$ cat src/rtl/cpu_pkg.sv
// Shared constants and grant-owner encoding for the CPU top-level data-memory path.
package cpu_pkg;

    localparam logic [2:0] FUNCT3_WORD      = 3'b010;
    localparam int         DEFAULT_MAX_WAIT = 4;

    typedef enum logic [1:0] {
        GNT_NONE,
        GNT_CPU,
        GNT_HOST
    } gnt_e;

endpackage

$ cat src/rtl/dmem_arbiter.sv
// Data-memory port arbiter: CPU priority with a bounded host wait.
// Optional DMEM_ARB_BOOT_LOAD_EN: host owns the port while reset is high.
module dmem_arbiter
    import cpu_pkg::*;
#(
    parameter int WIDTH    = 32,
    parameter int MAX_WAIT = DEFAULT_MAX_WAIT,
    parameter int CNT_W    = 4
) (
    input  logic             clk,
    input  logic             reset,
    input  logic             cpu_req,
    input  logic             cpu_we,
    input  logic [2:0]       cpu_funct3,
    input  logic [WIDTH-1:0] cpu_addr,
    input  logic [WIDTH-1:0] cpu_wdata,
    output logic [WIDTH-1:0] cpu_rdata,
    output logic             cpu_stall,
    input  logic             host_req,
    input  logic             host_we,
    input  logic [WIDTH-1:0] host_addr,
    input  logic [WIDTH-1:0] host_wdata,
    output logic             host_gnt,
    output logic             host_rvalid,
    output logic [WIDTH-1:0] host_rdata,
    output logic             mem_we,
    output logic [2:0]       mem_funct3,
    output logic [WIDTH-1:0] mem_addr,
    output logic [WIDTH-1:0] mem_wdata,
    input  logic [WIDTH-1:0] mem_rdata
);

    localparam logic [CNT_W-1:0] WAIT_LIM = CNT_W'(MAX_WAIT);

    logic [CNT_W-1:0] wait_cnt;
    gnt_e             owner;
    logic             host_rd;

    always_comb begin
        owner      = GNT_NONE;
        mem_we     = 1'b0;
        mem_funct3 = FUNCT3_WORD;
        mem_addr   = '0;
        mem_wdata  = '0;

        if (reset) begin
`ifdef DMEM_ARB_BOOT_LOAD_EN
            if (host_req) owner = GNT_HOST;
`else
            owner = GNT_NONE;
`endif
        end else if (host_req && (!cpu_req || wait_cnt >= WAIT_LIM)) begin
            owner = GNT_HOST;
        end else if (cpu_req) begin
            owner = GNT_CPU;
        end

        case (owner)
            GNT_CPU: begin
                mem_we     = cpu_we;
                mem_funct3 = cpu_funct3;
                mem_addr   = cpu_addr;
                mem_wdata  = cpu_wdata;
            end
            GNT_HOST: begin
                mem_we    = host_we;
                mem_addr  = host_addr;
                mem_wdata = host_wdata;
            end
            default: ;
        endcase

        host_gnt  = (owner == GNT_HOST);
        // The core is frozen in reset, so never report a stall to it then.
        cpu_stall = cpu_req && (owner != GNT_CPU) && !reset;
        host_rd   = host_gnt && !host_we;
    end

    assign cpu_rdata = mem_rdata;

    always_ff @(posedge clk) begin
        if (reset) begin
            wait_cnt <= '0;
`ifdef DMEM_ARB_BOOT_LOAD_EN
            host_rvalid <= host_rd;
            host_rdata  <= host_rd ? mem_rdata : '0;
`else
            host_rvalid <= 1'b0;
            host_rdata  <= '0;
`endif
        end else begin
            if (host_gnt || !host_req)
                wait_cnt <= '0;
            else if (wait_cnt < WAIT_LIM)
                wait_cnt <= wait_cnt + 1'b1;
            host_rvalid <= host_rd;
            if (host_rd)
                host_rdata <= mem_rdata;
        end
    end

endmodule

$ cat config.mk
export PLATFORM = sky130hd
export DESIGN_NAME = dmem_arbiter
export DESIGN_NICKNAME = d
export VERILOG_FILES = /design/src/rtl/cpu_pkg.sv /design/src/rtl/dmem_arbiter.sv
export SDC_FILE = /design/constraint.sdc
export NUM_CORES = 1
export LEC_CHECK = 0
export BUFFER_PORTS_ARGS = -buffer_cell sky130_fd_sc_hd__buf_4
export CAP_MARGIN = 20
export CORE_AREA = 5 5 114 116
export CTS_CLUSTER_DIAMETER = 150
export DETAILED_ROUTE_END_ITERATION = 7
export DIE_AREA = 0 0 119 121
export GPL_ROUTABILITY_DRIVEN = 0
export GPL_TIMING_DRIVEN = 0
export PLACE_DENSITY = 0.68
export SLEW_MARGIN = 20
export SYNTH_ARGS = -nofsm -noshare
export SYNTH_HDL_FRONTEND = slang
export SYNTH_SLANG_ARGS = --single-unit
$ cat constraint.sdc
create_clock -name clk -period 2.9 [get_ports clk]
set_input_delay 0.435 -clock clk [delete_from_list [all_inputs] [get_ports clk]]
set_output_delay 0.435 -clock clk [all_outputs]
set_load 0.02 [all_outputs]
==> key figures <==
Drt
  • Routed len/inst: approximately 16 um
  • Routed WL: between 10000 and 15000 um
  • First DRT Iteration DRCs: 196
  • Drc violations: 0
  • ANT nets after route: 0
  • Drt first pass iters: 4
  • Vias/cell: ~4.4
  • Vias: about 3600

Setup path
  • Setup CP Type: input port to output pin
  • Crit. End Element: output pin
  • Critical path required time: approximately 2.5 ns
  • Crit path from: reset
  • Crit Path Max Fanout: 10
  • WP data arrival: 2.20 ns
  • Reg-to-Reg Start: wait_cnt[3]
  • Worst Setup Start Kind: input port

Synth
  • Yosys warning count: 0
  • Most used flip-flop cell after synthesis: dfxtp_1
  • Synth Cell Area: around 2500 sq um
  • Commonest cells in the synthesized netlist: nor2_1, a22oi_1, nand2_1, buf_4, dfxtp_1
  • Synth cell types: 19
  • #FFs+latches synth: 37
  • Mapped Cells: around 360
  • Post-synth EDFFs: 0
  • Largest cells by area after synthesis: dfxtp_1, a22oi_1, buf_4
  • Sequential area share after synthesis: 30.0%
  • Top-area cell type share of the netlist area: roughly 30%
  • Syn_nets: ~530
  • Top-count cell post-synth: nor2_1
  • Area leader, netlist: dfxtp_1
  • Syn Area/Cell: 6.89 sq um
  • Async SR Flop Fraction: 0%

Die
  • Io pins: 304
  • Die width: about 120 um
  • Num rows: 40
  • Core ar.: between 10000 and 15000 sq um
  • Die area: 14400 sq um
  • Die Y-Extent: 121 um
  • Starting density of the core: about a fifth

Clock network
  • CTS Root Cell: clkbuf_16
  • CTS resizes: 0
  • TritonCTS clock tree: done
  • Hold buffers post-CTS: 0
  • CTS max path bufs: 2
  • CTS Sinks: 37
  • Total setup buffers inserted after CTS: 0
  • CTS Buf Count: 5
  • # H-tree levels: 2
  • Clk_lat worst skew: 0.28 ns
  • Reg clk slew, reported paths: ~0.05 ns

Layout
  • Layout cells sized above 1: between 50% and 60%
  • # fillers: between 1000 and 1500
  • Synth-to-Final Area Change: 105%
  • Layout net count: 840
  • # diodes: 0

Hold path
  • Worst Min Path Start: mem_rdata[29]
  • HP Class: input port to flip-flop

Job
  • Max-cap violations: 0

Global route
  • Vias in the first global route: 3570
  • Initial antenna violation count: 0
  • Pin count of the biggest net entering global routing: 13
  • Global Route Usage Sum: approximately 16%
  • First-pass GRT wire length: 19000 um
  • Gr ovfl total: 0

Pwr
  • Sw power: between 400 and 500 uW
  • PwrDens: 317 nW/um^2
  • Maximum vdd ir drop: 0.000167 V
  • Sw Ratio: between 20% and 30%
  • Flop pwr share: about 33%
  • Pleak: 0.00251 uW
  • Internal power: 1130 uW
  • Clock power frac: roughly a third
  • Combinational Power Share: 35.2%

Timing
  • Setup violations, final: 0
  • Post-layout min period: approximately 2.6 ns
  • TNS Setup: 0 ns
  • Fmax: around 0.38 GHz
  • Normalized max-slew margin: 68.2%
  • Tightest Pin Transition: ~0.48 ns
  • Clock skew: ~0.0036 ns
  • Final Max Tran Viols: 0
  • Final setup margin: about 0.27 ns
  • RSZ-0062 raised after global routing: no
  • Final Hold Fails: 0
  • Final worst-path cycle share: between 90% and 100%

Placement
  • Detail Placement HPWL: about 11000 um
  • Setup slack at placement: between 0.2 and 0.25 ns
  • Number of port buffers: 302

Outcome
  • Status: finished clean
-- cell usage in the layout, fill, tap and decap left out, types with 2 or more instances in the layout --
cell and count:
a21oi_1 34, a22oi_1 65, and2_1 2, buf_1 5
buf_2 20, buf_4 339, clkbuf_1 4, clkbuf_16 5
clkinv_2 2, dfxtp_1 37, ha_1 4, inv_1 3
nand2_1 65, nand2b_1 4, nor2_1 71, o21ai_0 2
-- layer usage --
layer / vias up / part of all wire, % / track usage, %
met2: 188 / 53 / 30.7
met3: 14 / 9.6 / 4.99
li1: 1796 / - / -
met4: 0 / 1.7 / 3.84
met1: 1625 / 35 / 17.7
met5: - / 0 / 0
-- state kept, by name (all words and copies together), names as in the netlist --
name,cells
host_rdata,32
host_rvalid,1
wait_cnt,4
-- power groups by stage --
stage          combinational [uW]  clock (uW)  sequential (uW)
2_1_floorplan                 233           0              544
4_1_cts                       569         536              524
6_report                      565         515              524
3_3_place_gp                  561           0              534
5_1_grt                       607         555              525
3_5_place_dp                  568           0              535
-- path summary, 6_finish.rpt --
check              endpoint  slack, ns  cells after the start
max           mem_wdata[31]       0.27                     10
min          host_rdata[29]       0.42                      3
max reg2reg  host_rdata[12]       1.06                      9
min reg2reg  host_rdata[29]       0.45                      2
-- cells by family (layout without fill, tap and decap cells) --
| family | count (synthesis) | count (layout) | share of synthesized area, % |
|---|---|---|---|
| AO/OA/AOI/OAI | 102 | 102 | 27.4 |
| XOR/XNOR | 1 | 1 | 0.355 |
| adder cells (fa/ha/maj) | 4 | 4 | 2.03 |
| buffers and inverters | 69 | 379 | 17.1 |
| flip-flops | 37 | 37 | 30.0 |
| AND/OR/NAND/NOR | 145 | 145 | 23.0 |
-- layout make-up --
cell class	instances	area (sq um)	area share, %
inverters	3	11.3	0.223
well taps	147	184	3.64
repair buffers	302	2270	44.8
clock buffers	5	125	2.47
plain buffers	66	412	8.14
multi-input cells	252	1300	25.7
clock inverters	3	17.5	0.346
flip-flops and latches	37	741	14.6
-- worst max-delay path, stage by stage --
cell      delay [ns]
buf_2           0.15
nand2b_1        0.18
nor2b_1         0.20
inv_1           0.09
ha_1            0.22
buf_2           0.19
buf_2           0.20
a22oi_1         0.26
nor2_1          0.08
buf_4           0.17
-- per-stage QoR --
stage	cells	total power, uW	util (%)	hold WS [ns]	cell area, sq um
finish	815	1600	42.8	0.416	5060
global placement	807	1100	41.6	0.445	4920
global route	815	1690	42.8	0.410	5060
floorplan	358	777	-	0.450	2470
CTS	815	1630	42.8	0.406	5060
detailed placement	807	1100	41.6	0.447	4920
No activity file was read; power rests on OpenSTA's default activity.
